### config.mk
export PLATFORM = sky130hd
export DESIGN_NAME = program_sequencer
export DESIGN_NICKNAME = d
export VERILOG_FILES = /design/src/rtl/program_sequencer.sv
export SDC_FILE = /design/constraint.sdc
export NUM_CORES = 1
export LEC_CHECK = 0
export BUFFER_PORTS_ARGS = -buffer_cell sky130_fd_sc_hd__buf_2
export CAP_MARGIN = 0
export CORE_MARGIN = 2
export CORE_UTILIZATION = 51
export DETAILED_ROUTE_END_ITERATION = 6
export GPL_TIMING_DRIVEN = 1
export PLACE_DENSITY = 0.86
export SKIP_CTS_REPAIR_TIMING = 1
export SYNTH_ARGS = -nofsm -noshare
export SYNTH_HDL_FRONTEND = slang
export SYNTH_SLANG_ARGS = --single-unit
### constraint.sdc
create_clock -name clk -period 4.7 [get_ports clk]
set_input_delay 0.94 -clock clk [delete_from_list [all_inputs] [get_ports clk]]
set_output_delay 0.94 -clock clk [all_outputs]
set_load 0.01 [all_outputs]
### src/rtl/program_sequencer.sv
// Program-counter stage feeding the instruction decoder: computes the fetch
// address, registers it as pc, and tracks taken jumps and self-loop halts.
module program_sequencer #(
  parameter logic [7:0] RESET_ADDR   = 8'h00,
  parameter int         TARGET_SHIFT = 4
) (
  input  logic       clk,
  input  logic       sync_reset,
  input  logic       jmp,
  input  logic       jmp_nz,
  input  logic [3:0] jmp_addr,
  input  logic       dont_jmp,
  input  logic       hold,
  output logic [7:0] pm_addr,
  output logic [7:0] pc,
  output logic [7:0] taken_count,
  output logic       halted,
  output logic [7:0] from_PS
);

  logic [7:0] target;
  logic       jump_req;
  logic       taken;

  assign target   = 8'({4'h0, jmp_addr} << TARGET_SHIFT);
  assign jump_req = jmp | (jmp_nz & ~dont_jmp);
  assign taken    = ~sync_reset & ~hold & jump_req;
  assign from_PS  = pc;

  // Fetch-address priority mux: reset, stall, jump, then sequential.
  always_comb begin
    pm_addr = pc + 8'd1;
    if (sync_reset) begin
      pm_addr = RESET_ADDR;
    end else if (hold) begin
      pm_addr = pc;
    end else if (jump_req) begin
      pm_addr = target;
    end else begin
      pm_addr = pc + 8'd1;
    end
  end

  // State registers; a stall freezes the counter and halt flag.
  always_ff @(posedge clk) begin
    if (sync_reset) begin
      pc          <= RESET_ADDR;
      taken_count <= 8'h00;
      halted      <= 1'b0;
    end else begin
      pc <= pm_addr;
      if (taken && (taken_count != 8'hFF)) begin
        taken_count <= taken_count + 8'd1;
      end else begin
        taken_count <= taken_count;
      end
      if (hold) begin
        halted <= halted;
      end else if (taken && (target == pc)) begin
        halted <= 1'b1;
      end else if (pm_addr != pc) begin
        halted <= 1'b0;
      end else begin
        halted <= halted;
      end
    end
  end

endmodule

Word level (Yosys, flattened, before mapping)

Cells that the tools add are included.

Logic and storage cells: 24
Bits in registers: 17

Eq/ne operators: 3
Bitwise logic cells: 7
Muxes and demuxes: 5
Add/subtract/negate cells: 2
Reductions and logical operators: 4

Operators with widths:

| cell                                                           | count |
|---|---|
| 8-bit 2-to-1 mux                                               | 3 |
| 8-bit by 1-bit adder with 8-bit output (second input constant) | 2 |
| 8-bit equality test                                            | 1 |
| 8-bit != test                                                  | 1 |
| 8-bit != test (second input constant)                          | 1 |
| 1-bit AND                                                      | 3 |
| 1-bit NOT                                                      | 3 |
| 1-bit logical AND                                              | 2 |
| 1-bit 2-to-1 mux                                               | 2 |
| 2-bit AND reduction                                            | 1 |
| 2-bit nonzero test                                             | 1 |
| 1-bit OR                                                       | 1 |

Depth between registers and ports, before layout

Word-level depth: 9
Depth in mapped cells: 6

Worst setup path after synthesis

Ideal clock, no wire load.

Path kind: input -> output
From: input port jmp_nz
To: output port pm_addr[5]
Data arrival time: 1908 ps
Setup slack: 1852 ps
Stages: 6
Required time: 3760 ps
Buffers on the path: 1
Path through: nor2b_4 > or2_1 > buf_6 > o31ai_1 > a22oi_1 > nor2_1

Word-level cells in the longest chain between the ends: 5

RTL lines:

| element            | line | source |
|---|---|---|
| start: declaration | 10   | `input logic jmp_nz,` |
| 1-bit AND          | 26   | `assign jump_req = jmp \| (jmp_nz & ~dont_jmp);` |
| 1-bit OR           | 26   |  |
| 8-bit 2-to-1 mux   | 37   | `end else if (jump_req) begin` |
| 8-bit 2-to-1 mux   | 35   | `end else if (hold) begin` |
| 8-bit 2-to-1 mux   | 33   | `if (sync_reset) begin` |
| end: declaration   | 14   | `output logic [7:0] pm_addr,` |

No other way between the ends.

Final worst setup path

From: input port jmp_nz
To: output port pm_addr[3]

The elaborated chain is that of the path after synthesis.

==> impl_metrics.ini <==
[critical_path]
cp.required_ns = 3.76
critical_path_class = in2out
start_kind = primary input
crit_top_cell = buf_2
rr_endpoint = halted
cp_data_arrival_time_ns = 2.36
worstSetupEndpointType = primary output
cp_top_family = simple AND/OR/NAND/NOR gates
rr_startpoint = from_PS[0]
crit_slowest_cell = nor2_1
crit_path_cell_trace = buf_2 > nor2b_4 > nor2_1 > nand4b_1 > a21oi_1 > buf_2
worst-r2r-setup-slack_ns = 2.88
r2r_cells = 6
slowest_delay_ns = 0.50
cp_max_fo = 11
cp_num_buf_inv = 2

[logic_synthesis]
synthArstFlopShare_pct = 0
synth_common_cells = 19 x nor2_1, 17 x dfxtp_1, 11 x a21oi_1, 10 x nand2_1, 10 x nand3_1
synth_top_flop_cell = dfxtp_1
synth_area_leaders = dfxtp_1 30%, nor2_1 6.2%, buf_4 5.2%
synth_cell_types = 42
synth.top_cell.area_share_pct = 29.6
yosysMostFrequentCell = nor2_1
synth_nets = 158
synth_warnings = 0
netlist_instances = 145
syn_area_per_cell_sq_um = 7.93
yosys_register_bits = 17
synth-edff-count = 0
synth_top_area_cell = dfxtp_1
yosysSeqAreaShare_pct = 29.6
synth_area_sq_um = 1150

[timing]
max_freq_mhz = 303
slew_headroom_pct = 55.9
layout_setup_ws_ns = 1.40
rsz0062_at_grt = no
timing.final.crit_period_ns = 3.30
min_period_over_period_pct = 70.1
hold_violations = 0
worst_pin_slew_ns = 0.659
fin_skew_ns = 0.00476
setup_viol = 0
fin_tns_setup_ns = 0
drv_slew = 0

[min_path]
min-delay-start = taken_count[1]
worstHoldPathType = reg2reg
whs_endpoint = taken_count[1]
hold_path_depth = 2

[routing]
drtIter0Drc = 26
firstDrtPassIters = 4
routed_wl_um = 2810
routedWlPerCell_um = 13.7
drc_errors = 0
vias = 1211
ant_nets = 0
routed_via_density = 5.91

[power]
swShare_pct = 30.3
power_mw = 0.296
p_int_mw = 0.206
irDropWorstVdd_uv = 155
power.switching_mw = 0.0897
p_per_area_nw_per_um2 = 224
power_frac_clock_pct = 26.8
combPwrFrac_pct = 20.6
leakage_nw = 0.616
seq_power_share_pct = 52.6

[global_route]
grtUsageTotal_pct = 23.2
grt-ovfl-total = 0
antenna_found_initial = 0
grt_pass1_wl_um = 4620
grt_max_degree = 24
grt_pass1_vias = 1051

[floorplanning]
dieWidth_um = 51.5
row_count = 17
start_util_pct = 53.0
design.die.area_sq_um = 2650
coreArea_sq_um = 2170
io_pins = 43
fp.dieH_um = 51.5

[placed_design]
pre_cts_ws_ns = 1.47
port-buffer-count = 42
place_area_sq_um = 1290
place_hpwl_um = 2080
routabilityCongestion = 0.830

[final_layout]
fin_util_pct = 60.8
num_antenna_cells = 0
regArea_sq_um = 340
fill_cells = 217
layout-drive-gt1-share_pct = 28.8
final_area_sq_um = 1320
final_nets = 191
area_growth_pct = 14.8
multi_input_area_sq_um = 682

[cts]
htreeDepth = 1
worstSkewPairLatency_ns = 0.29
clock_sinks = 17
cts-buffers-inserted = 3
path_clk_slew_ns = 0.09
root_buffer = clkbuf_4
cts_tree = built
cts_buffer_depth = 2

[run_status]
outcome = completed

[run]
drv_cap = 0
## layout by cell type, fill, tap and decap left out, types with 2 or more instances in the layout
cell	synthesis	layout
buf_2	2	42
nor2_1	19	19
dfxtp_1	17	17
a21oi_1	11	11
nand2_1	10	10
nand3_1	10	10
inv_1	5	5
o21ai_0	5	5
mux2i_1	4	4
xor2_1	4	4
xnor2_1	4	4
and3_1	3	3
nand4_1	3	3
nor4_1	3	3
nor3_1	3	3
ha_1	3	3
clkbuf_4	0	3
a311oi_1	2	2
a221oi_1	2	2
o21a_1	2	2
o31a_1	2	2
and2_1	2	2
## how the worst max path moves through the flow
stage	slack, ns	endpoint	cells past startpoint	from
2_1_floorplan	1.85	pm_addr[5]	6	jmp_nz
3_3_place_gp	1.50	pm_addr[4]	7	jmp_nz
3_5_place_dp	1.47	pm_addr[4]	7	jmp_nz
4_1_cts	1.46	pm_addr[4]	7	jmp_nz
5_1_grt	1.32	pm_addr[4]	7	jmp_nz
6_report	1.40	pm_addr[3]	6	jmp_nz
## power groups by stage
stage               Combinational, mW  Sequential [mW]  Clock [mW]
finish                         0.0610            0.156      0.0793
global route                   0.0676            0.157      0.0884
CTS                            0.0607            0.155      0.0814
detailed placement             0.0606            0.159           0
global placement               0.0586            0.158           0
floorplan                      0.0444            0.159           0
## flip-flops by register name (all words and copies together), names as in the netlist
register	count
taken_count	8
from_PS	8
halted	1
## per-stage QoR
step	std cells	hold WS, ns
after floorplan	145	0.502
after global placement	201	0.470
after detailed placement	201	0.493
after CTS	205	0.505
after global routing	205	0.552
final	205	0.507
## cell families (layout without fill, tap and decap cells)
kind of cell | Yosys count | count (layout) | synth area share (%)
adders and majority gates | 3 | 3 | 3.26
muxes | 4 | 4 | 3.48
and+or+nand+nor | 61 | 61 | 28.0
DFF | 17 | 17 | 29.6
AOI/OAI and AO/OA | 31 | 31 | 18.5
xor gates and xnor gates | 8 | 8 | 6.09
buffers and inverters | 21 | 53 | 11.1
## area by class of cell
| type | instances | area share (%) |
|---|---|---|
| multi-input cells | 107 | 51.7 |
| flip-flops and latches | 17 | 25.8 |
| repair buffers | 42 | 15.9 |
| well taps | 28 | 2.65 |
| clock buffers | 4 | 1.99 |
| inverters | 7 | 1.99 |
## worst register-to-register path: cells and delay by family, from the launching register on
| family | cells | cell delay, ns |
|---|---|---|
| flops | 1 | 0.53 |
| compound gates | 2 | 0.37 |
| fa+ha+maj | 1 | 0.34 |
| xor+xnor | 1 | 0.18 |
| simple gates | 1 | 0.18 |
| buf+inv | 1 | 0.12 |
## routing by layer
metal / GRT usage, % / share of wire, % / wire length [um] / up-vias
met5: 0 / 0 / 0 / -
met4: 13.2 / 2.0 / 55 / 0
met3: 4.09 / 6.9 / 194 / 7
met2: 39.1 / 48 / 1350 / 54
met1: 27.4 / 43 / 1210 / 575
li1: - / - / - / 575
No activity file was read; power rests on OpenSTA's default activity.
